**src/rtl/obstacle_spawner.sv**
```systemverilog
// -----------------------------------------------------------------------------
// obstacle_spawner
//
// Produces the one on-screen obstacle for the T-rex game: where it is, which
// sprite it uses and the bird wing phase. A pseudo-random cactus or bird
// appears at the right screen edge and scrolls left by `speed` pixels each
// video frame. When it reaches the left edge it is removed, a score pulse is
// emitted, and a pseudo-random gap of frames passes before the next spawn.
//
// Ports
//   clk            in   system clock
//   rst            in   asynchronous active-high reset
//   frame_tick     in   one-cycle pulse per video frame
//   game_run       in   1 = advance on frame ticks; 0 = freeze (LFSR still runs)
//   restart        in   synchronous one-cycle clear to the post-reset state
//   speed[3:0]     in   pixels moved per frame; 0 behaves as 1
//   obstacle_x     out  obstacle left column (1023 when parked)
//   obstacle_y     out  obstacle top row
//   obstacle_sel   out  sprite select: 1000 bird, 0100 Cac1S, 0101 Cac1B,
//                       0110 Cac2S, 0111 Cac2B, 0000 none
//   obstacle_valid out  an obstacle is on screen
//   animate_clk    out  bird wing phase, toggles every ANIM_FRAMES frames
//   passed         out  one-cycle pulse when an obstacle leaves the screen
//
// All outputs come straight from registers.
// -----------------------------------------------------------------------------
module obstacle_spawner #(
    parameter int          SPAWN_X     = 640,
    parameter int          GROUND_Y    = 380,
    parameter int          BIRD_Y      = 200,
    parameter int          MIN_GAP     = 30,
    parameter int          ANIM_FRAMES = 8,
    parameter logic [15:0] LFSR_SEED   = 16'hACE1
) (
    input  logic       clk,
    input  logic       rst,
    input  logic       frame_tick,
    input  logic       game_run,
    input  logic       restart,
    input  logic [3:0] speed,
    output logic [9:0] obstacle_x,
    output logic [9:0] obstacle_y,
    output logic [3:0] obstacle_sel,
    output logic       obstacle_valid,
    output logic       animate_clk,
    output logic       passed
);

    // -------------------------------------------------------------------------
    // Constants
    // -------------------------------------------------------------------------
    localparam logic [0:0] ST_GAP    = 1'b0;
    localparam logic [0:0] ST_ACTIVE = 1'b1;

    localparam logic [3:0] SEL_NONE  = 4'b0000;
    localparam logic [3:0] SEL_BIRD  = 4'b1000;
    localparam logic [3:0] SEL_CAC1S = 4'b0100;
    localparam logic [3:0] SEL_CAC1B = 4'b0101;
    localparam logic [3:0] SEL_CAC2S = 4'b0110;
    localparam logic [3:0] SEL_CAC2B = 4'b0111;

    // Parked column is beyond every visible pixel, so the renderer never
    // matches it even if it ignores obstacle_valid.
    localparam logic [9:0] X_PARKED = 10'd1023;
    localparam logic [9:0] X_SPAWN  = 10'(SPAWN_X);
    localparam logic [9:0] Y_SMALL  = 10'(GROUND_Y - 70);
    localparam logic [9:0] Y_BIG    = 10'(GROUND_Y - 100);
    localparam logic [9:0] Y_BIRD   = 10'(BIRD_Y);

    // Gap counter must hold MIN_GAP + 63 (largest random extension).
    localparam int GAP_W  = $clog2(MIN_GAP + 65);
    localparam int ANIM_W = (ANIM_FRAMES > 1) ? $clog2(ANIM_FRAMES) : 1;

    localparam logic [GAP_W-1:0]  GAP_MIN   = GAP_W'(MIN_GAP);
    localparam logic [ANIM_W-1:0] ANIM_LAST = ANIM_W'(ANIM_FRAMES - 1);

    // -------------------------------------------------------------------------
    // State
    // -------------------------------------------------------------------------
    logic [15:0]       r_lfsr;
    logic [0:0]        r_state;
    logic [GAP_W-1:0]  r_gap_cnt;
    logic [ANIM_W-1:0] r_anim_cnt;
    logic              r_anim;
    logic [9:0]        r_x;
    logic [9:0]        r_y;
    logic [3:0]        r_sel;
    logic              r_valid;
    logic              r_passed;

    // -------------------------------------------------------------------------
    // Combinational helpers
    // -------------------------------------------------------------------------
    logic              w_advance;
    logic              w_lfsr_fb;
    logic [3:0]        w_step;
    logic [9:0]        w_step_x;
    logic [GAP_W-1:0]  w_gap_reload;
    logic [3:0]        w_spawn_sel;
    logic [9:0]        w_spawn_y;

    logic [0:0]        w_nxt_state;
    logic [GAP_W-1:0]  w_nxt_gap;
    logic [9:0]        w_nxt_x;
    logic [9:0]        w_nxt_y;
    logic [3:0]        w_nxt_sel;
    logic              w_nxt_valid;
    logic              w_nxt_passed;

    assign w_advance = frame_tick & game_run;

    // Fibonacci LFSR, taps 16,14,13,11 (bit indices 15,13,12,10).
    assign w_lfsr_fb = r_lfsr[15] ^ r_lfsr[13] ^ r_lfsr[12] ^ r_lfsr[10];

    // A zero speed would stall the obstacle forever; treat it as 1.
    assign w_step   = (speed == 4'd0) ? 4'd1 : speed;
    assign w_step_x = {6'd0, w_step};

    assign w_gap_reload = GAP_MIN + GAP_W'(r_lfsr[5:0]);

    // Sprite choice from the low LFSR bits. Cac1S gets two codes so small
    // cacti appear a little more often than big ones.
    always_comb begin
        // NOTE: every always_comb output gets a default before any branch, so
        // no path can leave it unassigned and infer a latch.
        w_spawn_sel = SEL_BIRD;
        w_spawn_y   = Y_BIRD;
        case (r_lfsr[2:0])
            3'd0, 3'd1: begin
                w_spawn_sel = SEL_CAC1S;
                w_spawn_y   = Y_SMALL;
            end
            3'd2: begin
                w_spawn_sel = SEL_CAC2S;
                w_spawn_y   = Y_SMALL;
            end
            3'd3: begin
                w_spawn_sel = SEL_CAC1B;
                w_spawn_y   = Y_BIG;
            end
            3'd4: begin
                w_spawn_sel = SEL_CAC2B;
                w_spawn_y   = Y_BIG;
            end
            default: begin
                w_spawn_sel = SEL_BIRD;
                w_spawn_y   = Y_BIRD;
            end
        endcase
    end

    // Next-state logic for the spawn/scroll FSM and its output registers.
    always_comb begin
        w_nxt_state  = r_state;
        w_nxt_gap    = r_gap_cnt;
        w_nxt_x      = r_x;
        w_nxt_y      = r_y;
        w_nxt_sel    = r_sel;
        w_nxt_valid  = r_valid;
        w_nxt_passed = 1'b0;

        if (w_advance) begin
            case (r_state)
                ST_GAP: begin
                    // Spawn on the tick that finds the counter already at 0,
                    // so a gap of N lasts N+1 frames.
                    if (r_gap_cnt == '0) begin
                        w_nxt_state = ST_ACTIVE;
                        w_nxt_x     = X_SPAWN;
                        w_nxt_y     = w_spawn_y;
                        w_nxt_sel   = w_spawn_sel;
                        w_nxt_valid = 1'b1;
                    end else begin
                        w_nxt_gap = r_gap_cnt - GAP_W'(1);
                    end
                end
                ST_ACTIVE: begin
                    // Only subtract when the result stays positive; anything
                    // that would reach or cross column 0 is a despawn.
                    if (r_x > w_step_x) begin
                        w_nxt_x = r_x - w_step_x;
                    end else begin
                        w_nxt_state  = ST_GAP;
                        w_nxt_gap    = w_gap_reload;
                        w_nxt_x      = X_PARKED;
                        w_nxt_y      = 10'd0;
                        w_nxt_sel    = SEL_NONE;
                        w_nxt_valid  = 1'b0;
                        w_nxt_passed = 1'b1;
                    end
                end
                default: w_nxt_state = ST_GAP;
            endcase
        end
    end

    // -------------------------------------------------------------------------
    // LFSR: free-running every cycle, independent of game_run, so the spawn
    // sequence depends on how long the player spends in each state.
    // -------------------------------------------------------------------------
    always_ff @(posedge clk or posedge rst) begin
        // NOTE: sequential state uses non-blocking assignments so every
        // register samples pre-edge values and simulation matches hardware.
        if (rst) begin
            r_lfsr <= LFSR_SEED;
        end else if (restart) begin
            r_lfsr <= LFSR_SEED;
        end else begin
            r_lfsr <= {r_lfsr[14:0], w_lfsr_fb};
        end
    end

    // -------------------------------------------------------------------------
    // Wing animation: runs in both GAP and ACTIVE so the phase is continuous
    // across obstacles.
    // -------------------------------------------------------------------------
    always_ff @(posedge clk or posedge rst) begin
        if (rst) begin
            r_anim_cnt <= '0;
            r_anim     <= 1'b0;
        end else if (restart) begin
            r_anim_cnt <= '0;
            r_anim     <= 1'b0;
        end else if (w_advance) begin
            if (r_anim_cnt == ANIM_LAST) begin
                r_anim_cnt <= '0;
                r_anim     <= ~r_anim;
            end else begin
                r_anim_cnt <= r_anim_cnt + ANIM_W'(1);
            end
        end
    end

    // -------------------------------------------------------------------------
    // FSM and obstacle output registers. restart outranks frame_tick, so a
    // restart on a despawn tick never produces a passed pulse.
    // -------------------------------------------------------------------------
    always_ff @(posedge clk or posedge rst) begin
        if (rst) begin
            r_state   <= ST_GAP;
            r_gap_cnt <= GAP_MIN;
            r_x       <= X_PARKED;
            r_y       <= 10'd0;
            r_sel     <= SEL_NONE;
            r_valid   <= 1'b0;
            r_passed  <= 1'b0;
        end else if (restart) begin
            r_state   <= ST_GAP;
            r_gap_cnt <= GAP_MIN;
            r_x       <= X_PARKED;
            r_y       <= 10'd0;
            r_sel     <= SEL_NONE;
            r_valid   <= 1'b0;
            r_passed  <= 1'b0;
        end else begin
            r_state   <= w_nxt_state;
            r_gap_cnt <= w_nxt_gap;
            r_x       <= w_nxt_x;
            r_y       <= w_nxt_y;
            r_sel     <= w_nxt_sel;
            r_valid   <= w_nxt_valid;
            r_passed  <= w_nxt_passed;
        end
    end

    // -------------------------------------------------------------------------
    // Outputs
    // -------------------------------------------------------------------------
    assign obstacle_x     = r_x;
    assign obstacle_y     = r_y;
    assign obstacle_sel   = r_sel;
    assign obstacle_valid = r_valid;
    assign animate_clk    = r_anim;
    assign passed         = r_passed;

endmodule

```
**config.mk**
```make
export PLATFORM = sky130hd
export DESIGN_NAME = obstacle_spawner
export DESIGN_NICKNAME = d
export VERILOG_FILES = /design/src/rtl/obstacle_spawner.sv
export SDC_FILE = /design/constraint.sdc
export NUM_CORES = 1
export LEC_CHECK = 0
export ABC_AREA = 1
export CORE_MARGIN = 1
export CORE_UTILIZATION = 50
export CTS_CLUSTER_DIAMETER = 200
export DETAILED_ROUTE_END_ITERATION = 12
export PLACE_DENSITY_LB_ADDON = 0.12
export SKIP_CTS_REPAIR_TIMING = 1
export SYNTH_ARGS = -nofsm -noshare
export SYNTH_HDL_FRONTEND = slang
export SYNTH_SLANG_ARGS = --single-unit
```
**constraint.sdc**
```tcl
create_clock -name clk -period 2.57 [get_ports clk]
set_input_delay 0.3855 -clock clk [delete_from_list [all_inputs] [get_ports clk]]
set_output_delay 0.3855 -clock clk [all_outputs]
set_load 0.02 [all_outputs]
```
## Yosys cells after proc, flatten, opt, wreduce, memory -nomap -nowiden

Index checks and enable logic that the tools add are counted.

| word-level totals | value |
|---|---|
| register bits after elaboration | 54 |
| input bits | 9 |
| word-level logic and storage cells | 85 |

| cells by class | value |
|---|---|
| add/subtract/negate cells | 4 |
| order comparisons | 1 |
| eq/ne operators | 8 |
| mux-type cells | 44 |
| bitwise gates (word level) | 6 |
| reduce and logical (&&, ||, !) cells | 12 |

Operators with widths:

| operator | number |
|---|---|
| two-way mux 10 bit | 8 |
| case mux 10 bit (2 select lines) | 2 |
| two-way mux 7 bit | 4 |
| two-way mux 4 bit | 5 |
| case mux 9 bit (2 select lines) | 1 |
| two-way mux 16 bit | 1 |
| case mux 4 bit (4 select lines) | 1 |
| two-way mux 1 bit | 15 |
| case mux 7 bit (2 select lines) | 1 |
| greater-than comparator 10 x 4 -> 1 bit | 1 |
| subtractor 10 x 4 -> 10 bit | 1 |
| two-way mux 3 bit | 3 |
| != test 3 bit (second input constant) | 3 |
| case mux 4 bit (2 select lines) | 1 |
| adder 5 x 6 -> 7 bit (first input constant) | 1 |
| zero test 7 bit | 1 |
| subtractor 7 x 1 -> 7 bit (second input constant) | 1 |
| equality test 3 x 2 -> 1 bit (second input constant) | 2 |
| equality test 3 bit (second input constant) | 2 |
| AND reduction 3 bit | 2 |
| zero test 4 bit | 1 |
| case mux 1 bit (2 select lines) | 2 |
| AND reduction 2 bit | 2 |
| nonzero test 2 bit | 2 |
| 8 further kinds | 12 |

## Depth between registers and ports, before layout

Gate-level depths: netlist of the first run.

| depth | value |
|---|---|
| word-level depth | 7 |
| depth in mapped cells | 13 |
| gate-level depth less buffers | 13 |

## Least setup slack after synthesis of the first run

Ideal clock, no wire load.

| timing path | value |
|---|---|
| path kind | register to register |
| from | reg r_x[0] (netlist: obstacle_x[0]) |
| to | reg r_sel[2] (netlist: obstacle_sel[2]) |
| library setup time | 0.066 ns |
| arrival | 1.928 ns |
| data required time | 2.504 ns |
| path slack | 0.576 ns |
| cell stages (with the launch flop) | 13 |
| path buffers | 0 |
| cell sequence | dfstp_2 > inv_1 > ha_1 > fa_1 > inv_1 > nand3_1 > nand2_2 > nand2_2 > nand2_4 > nand2_4 > nand2_4 > nand2_1 > nand2_1 |

| on the way | value |
|---|---|
| word-level cells in the longest chain between the ends | 3 |

RTL lines:

| item | line | text |
|---|---|---|
| from (decl) | 85 | `logic [9:0] r_x;` |
| from (signal assigned) | 258 | `r_x <= w_nxt_x;` |
| greater-than comparator 10 x 4 -> 1 bit | 180 | `if (r_x > w_step_x) begin` |
| != test 3 bit (no line) | -- |  |
| AND reduction 3 bit (no line) | -- |  |
| to (signal assigned) | 260 | `r_sel <= w_nxt_sel;` |
| to (decl) | 87 | `logic [3:0] r_sel;` |

Every way passes these cells.
A chain may end at the register's enable or synchronous reset.

## Final worst setup path of the first run

| timing path | value |
|---|---|
| from | in speed[2] |
| to | reg r_sel[0] (netlist: obstacle_sel[0]) |

| on the way | value |
|---|---|
| word-level cells in the longest chain between the ends | 5 |

RTL lines:

| item | line | text |
|---|---|---|
| from (decl) | 40 | `input logic [3:0] speed,` |
| zero test 4 bit | 116 | `assign w_step = (speed == 4'd0) ? 4'd1 : speed;` |
| two-way mux 4 bit (*) | 116 |  |
| greater-than comparator 10 x 4 -> 1 bit (*) | 180 |  |
| != test 3 bit (no line) (*) | -- |  |
| AND reduction 3 bit (no line) (*) | -- |  |

Mark *: on every way between the ends. The rest lies on a longest branch, timed or not.

==> metrics.cfg, run 1 <==
[clocking]
cts_root_buf = clkbuf_8
cts_tree = yes
cts_sinks = 46
numCtsBuffers = 5
cts-htree-levels = 2
cts_buffer_depth = 2
clk_pin_slew_ps = 100
clk_latency_ps = 310

[synth]
synth_area_leader_cell = dfrtp_1
yosys_warnings = 0
synthTopCellsByCount = nand2_1, inv_1, nand3_1, nor2_1, dfrtp_1
async_reset_ff_share_pct = 100.0
yosysMostFrequentCell = nand2_1
synth_top_area_share_pct = 22.14
syn_area_per_cell_um2 = 7.885
ys_seq_elements = 46
synth_edf_count = 0
synthFlopType = dfrtp_1
yosysSeqAreaShare_pct = 43.45
synth_cell_types = 35
synthTopCellsByArea = dfrtp_1, dfstp_2, nand2_1
netlist_area_mm2 = 0.002713
synth_cells = 344

[placement]
dp_hpwl_mm = 4.034
place_area_mm2 = 0.003090
pre_cts_ws_ps = -68.26
placedCellCount = 442
gp_congestion = 0.8908
port_buffers = 33

[global_route]
grt_max_degree = 47
grt_pass1_vias = 2095
grt_pass1_wl_mm = 9.349
grt_use_total_pct = 22.05
antenna_found_initial = 0
grt_overflow_total = 0

[critical_path]
endpoint_kind = register
crit_arrival_ps = 2540
crit_start = speed[2]
r2r_slack_ps = 490
rr_startpoint = obstacle_x[0]
cp-start-kind = input port
r2r_end = obstacle_sel[0]
path_max_fanout = 9
critPathKind = in -> reg
endpoint = obstacle_sel[0]
r2r_cells = 12
critPathRequiredTime_ps = 2820

[timing]
worst_slack_ps = 280.0
hold_viol_final = 0
fin_crit_sh_pct = 89.10
drv_slew = 0
slew_headroom_pct = 58.81
rsz0062_at_grt = false
min_period_ps = 2290
fin_skew_ps = 5.136
clock.fmax_ghz = 0.4367
setup_violations = 0
tns_ps = 0
tightest_slew_ps = 611.5

[worst_hold_path]
min_from = r_lfsr[14]
hold_depth = 1
min_path_type = reg -> reg

[routing]
first_pass_iters = 4
via_per_inst = 4.980
final_antenna_net_count = 0
num_vias = 2241
totalWireLength_mm = 5.306
initialDrtViolationCount = 105
routedWlPerCell_um = 11.79
route.detailed.drc = 0

[power_and_ir_drop]
p_comb_share_pct = 36.6
power_density_mw_per_mm2 = 724.6
power_switching_mw = 0.8932
switching_share_pct = 38.66
clkPwrFrac_pct = 20.9
p_int_mw = 1.417
p_leak_nw = 1.579
pwr-share-seq_pct = 42.5
irDropWorstVdd_uv = 381.5

[layout]
n_antenna_cell = 0
final.fill_count = 487
fin_area_mm2 = 0.003188
nets = 398
final_cells = 450
synthToLayoutAreaGrowth_pct = 17.53
drive_gt1_share_pct = 17.63

[die]
die_w_um = 75.66
row_count = 26
boundaryPins = 36
die_area_mm2 = 0.005724
coreArea_mm2 = 0.005172
start_util_pct = 52.44
fp.dieH_um = 75.66

[outcome]
outcome = complete, no violations

[run]
maxCapViolations = 0

power groups by stage:
stage | Combinational [mW] | Sequential [mW] | Clock [mW]
final | 0.846 | 0.982 | 0.482
after global routing | 0.961 | 1.00 | 0.527
after CTS | 0.850 | 0.982 | 0.500
after detailed placement | 0.846 | 0.992 | 0
after global placement | 0.835 | 0.992 | 0
after floorplan | 0.549 | 1.03 | 0
worst min-delay path by stage:
stage,endpoint,slack [ps]
after floorplan,r_lfsr[10],410
after global placement,r_lfsr[15],420
after detailed placement,r_lfsr[10],430
after CTS,r_lfsr[10],460
after global routing,r_lfsr[10],480
final,r_lfsr[15],450
metrics by stage:
step / hold WS [ps] / util, % / total power, mW
finish: 449.6 / 61.64 / 2.310
global route: 483.2 / 61.64 / 2.488
CTS: 456.0 / 61.64 / 2.331
detailed placement: 425.5 / 59.75 / 1.838
global placement: 422.3 / 59.75 / 1.827
floorplan: 410.2 / - / 1.579
final cells by class:
cell class / instances / area, µm² / share of cell area [%]
Multi-Input combinational cell: 242 / 1276 / 40.03
Sequential cell: 46 / 1179 / 36.97
Timing Repair Buffer: 40 / 382.9 / 12.01
Inverter: 44 / 165.2 / 5.181
Tap cell: 70 / 87.58 / 2.747
Clock buffer: 5 / 68.82 / 2.159
Clock inverter: 3 / 28.78 / 0.9027
cell families after synthesis:
family / count (synthesis) / share of synthesized area, %
buf+inv: 57 / 9.640
flops: 46 / 43.45
simple gates: 193 / 33.86
other cells: 1 / 0.1382
fa+ha+maj: 10 / 4.889
compound gates: 33 / 6.734
xor+xnor: 4 / 1.292
routing by layer:
layer / vias up / routed length (µm) / global-route usage (%)
li1: 1154 / - / -
met1: 1034 / 2520 / 29.87
met2: 46 / 2492 / 35.22
met3: 7 / 201 / 4.365
met4: 0 / 92 / 8.230
met5: - / 0 / 0
layout by cell type (no fill, tap or decap), types with 5 or more instances in the layout:
master             n
or2_2              6
clkdlybuf4s50_1   33
nand3_1           29
dfstp_2           22
nand4_1            6
buf_4              7
nand2_4            7
inv_2              6
nand2_1          102
ha_1               9
dfrtp_1           24
nor2_1            29
clkbuf_8           5
o21ai_0           14
a21oi_1           11
inv_1             37
critical path: stages:
cell	delay (ps)
clkdlybuf4s50_1	450
inv_1	50
a31o_2	240
ha_1	200
fa_1	400
inv_1	90
nand3_1	80
nand2_2	110
nand2_2	60
nand2_4	120
nand2_4	100
nand2_4	120
nand2_1	60
nand2_1	60
state kept, by name (all words and copies together) (netlist names):
name            flops
r_lfsr             16
obstacle_x         10
r_gap_cnt           7
obstacle_sel        3
obstacle_y          3
r_anim_cnt          3
animate_clk         1
obstacle_valid      1
passed              1
r_state             1
No activity file was read; power rests on OpenSTA's default activity.
==> inputs of run 2 (changes only) <==
--- a/config.mk
+++ b/config.mk
@@ -6,7 +6,6 @@
 export NUM_CORES = 1
 export LEC_CHECK = 0
 export ABC_AREA = 1
-export CORE_MARGIN = 1
 export CORE_UTILIZATION = 50
 export CTS_CLUSTER_DIAMETER = 200
 export DETAILED_ROUTE_END_ITERATION = 12
==> results of run 2 <==
The final DEF is identical to that of run 1; final timing and power are the same.
==> inputs of run 3 (changes only) <==
--- a/config.mk
+++ b/config.mk
@@ -9,6 +9,7 @@
 export CORE_UTILIZATION = 50
 export CTS_CLUSTER_DIAMETER = 200
 export DETAILED_ROUTE_END_ITERATION = 12
+export MAX_ROUTING_LAYER = met4
 export PLACE_DENSITY_LB_ADDON = 0.12
 export SKIP_CTS_REPAIR_TIMING = 1
 export SYNTH_ARGS = -nofsm -noshare
==> constraint.sdc (replaced) <==
create_clock -name clk -period 2.57 [get_ports clk]
set_input_delay 0.3855 -clock clk [delete_from_list [all_inputs] [get_ports clk]]
set_output_delay 0.3855 -clock clk [all_outputs]
set_load 0.05 [all_outputs]
==> metrics.cfg, run 3 (synthesis results as in run 1) <==
[critical_path]
cp_num_buf_inv = 3  ; unchanged
r2r_end = obstacle_sel[0]
r2r_slack_ps = 490  ; about the same
critPathKind = in -> reg
max_stage_delay_ps = 450  ; about the same
r2r_cells = 12  ; unchanged
critPathRequiredTime_ps = 2820  ; about the same
endpoint_kind = register
path_cells = clkdlybuf4s50_1 > inv_1 > a31o_2 > ha_1 > fa_1 > inv_1 > nand3_1 > nand2_2 > nand2_2 > nand2_4 > nand2_4 > nand2_4 > nand2_1 > nand2_1
critPathSlowestCell = clkdlybuf4s50_1
cpLargestDelayFamily = simple AND/OR/NAND/NOR gates
cpMostUsedCell = nand2_4
crit_arrival_ps = 2540  ; about the same
cp-start-kind = input port
path_max_fanout = 9  ; unchanged
rr_startpoint = obstacle_x[0]

[global_route]
grt_use_total_pct = 22.74  ; +0.70 points
grt_overflow_total = 0  ; unchanged
grt_pass1_vias = 2093  ; -0.095%
antenna_found_initial = 0  ; unchanged
grt_max_degree = 47  ; unchanged
grt_pass1_wl_mm = 9.363  ; +0.15%

[timing]
rsz0062_at_grt = false
fin_crit_sh_pct = 89.09  ; about the same
whs_ps = 449.6  ; -0.002000 ps
tns_ps = 0  ; unchanged
worst_slack_ps = 280.4  ; +0.4030 ps
min_period_ps = 2290  ; -0.4030 ps
tightest_slew_ps = 611.2  ; -0.2619 ps
slew_headroom_pct = 58.82  ; about the same
setup_violations = 0  ; unchanged
drv_slew = 0  ; unchanged
fin_skew_ps = 5.055  ; -0.08072 ps
hold_viol_final = 0  ; unchanged
clock.fmax_ghz = 0.4368  ; about the same

[layout]
most-common-layout-cells = nand2_1, inv_1, clkdlybuf4s50_1
n_antenna_cell = 0  ; unchanged
final.fill_count = 487  ; unchanged
drive_gt1_share_pct = 17.63  ; unchanged
largest_reg_flops = 16  ; unchanged
largest_register = r_lfsr
synthToLayoutAreaGrowth_pct = 17.53  ; unchanged
final_common_cell = nand2_1
fin_area_mm2 = 0.003188  ; unchanged
nets = 398  ; unchanged

[placement]
port_buffers = 33  ; unchanged
gp_congestion = 0.9058  ; +1.7%
dp_hpwl_mm = 4.034  ; unchanged
place_area_mm2 = 0.003090  ; unchanged
pre_cts_ws_ps = -68.26  ; unchanged

[routing]
routedWlPerCell_um = 11.78  ; about the same
first_pass_iters = 4  ; unchanged
route.detailed.drc = 0  ; unchanged
final_antenna_net_count = 0  ; unchanged
totalWireLength_mm = 5.301  ; about the same
initialDrtViolationCount = 104  ; -0.95%
num_vias = 2243  ; +0.089%
via_per_inst = 4.984  ; about the same

[power_and_ir_drop]
power_density_mw_per_mm2 = 760.8  ; +5.0%
p_leak_nw = 1.579  ; unchanged
irDropWorstVdd_uv = 383.7  ; +0.60%
totalPowerFinal_mw = 2.425  ; +5.0%

[clocking]
cts_buffer_depth = 2  ; unchanged
cts_sinks = 46  ; unchanged
cts_root_buf = clkbuf_8
cts-htree-levels = 2  ; unchanged
cts_tree = yes
clk_latency_ps = 310  ; about the same
clk_pin_slew_ps = 100  ; about the same
numCtsBuffers = 5  ; unchanged

[worst_hold_path]
min_path_type = reg -> reg
hold_depth = 1  ; unchanged
worstHoldEndpoint = r_lfsr[15]
min_from = r_lfsr[14]

[outcome]
outcome = complete, no violations

[die]
start_util_pct = 52.44  ; unchanged
row_count = 26  ; unchanged
boundaryPins = 36  ; unchanged
die_w_um = 75.66  ; unchanged
die_area_mm2 = 0.005724  ; unchanged
coreArea_mm2 = 0.005172  ; unchanged
fp.dieH_um = 75.66  ; unchanged

[run]
maxCapViolations = 0  ; unchanged

[run 3: cell type report]
class,count,area (µm²),area share [%]
Timing Repair Buffer,40,382.9,12.01
Sequential cell,46,1179,36.97
Tap cell,70,87.58,2.747
Clock inverter,3,28.78,0.9027
Clock buffer,5,68.82,2.159
Inverter,44,165.2,5.181
Multi-Input combinational cell,242,1276,40.03
[run 3: worst max path at each step]
stage	startpoint	to	cells past startpoint
6_report	speed[2]	obstacle_sel[0]	14
5_1_grt	speed[2]	obstacle_sel[0]	14
4_1_cts	speed[2]	obstacle_sel[0]	14
3_5_place_dp	speed[2]	obstacle_sel[0]	14
3_3_place_gp	speed[2]	obstacle_sel[2]	14
2_1_floorplan	obstacle_x[0]	obstacle_sel[2]	12
[run 3: stage by stage]
stage / instances / util, %
floorplan: 345 / -
global placement: 442 / 59.75
detailed placement: 442 / 59.75
CTS: 450 / 61.64
global route: 450 / 61.64
finish: 450 / 61.64
[run 3: where the power goes]
group | leakage, nW | internal, mW | switching (mW)
Sequential | 0.552 | 0.875 | 0.107
Combinational | 0.977 | 0.337 | 0.624
Clock | 0.0506 | 0.204 | 0.278
[run 3: routing by layer]
metal  GRT usage (%)  part of all wire, %
met3           4.365                  3.7
met1           29.96                   48
met4           8.230                  1.6
met5               -                    0
met2           35.12                   47
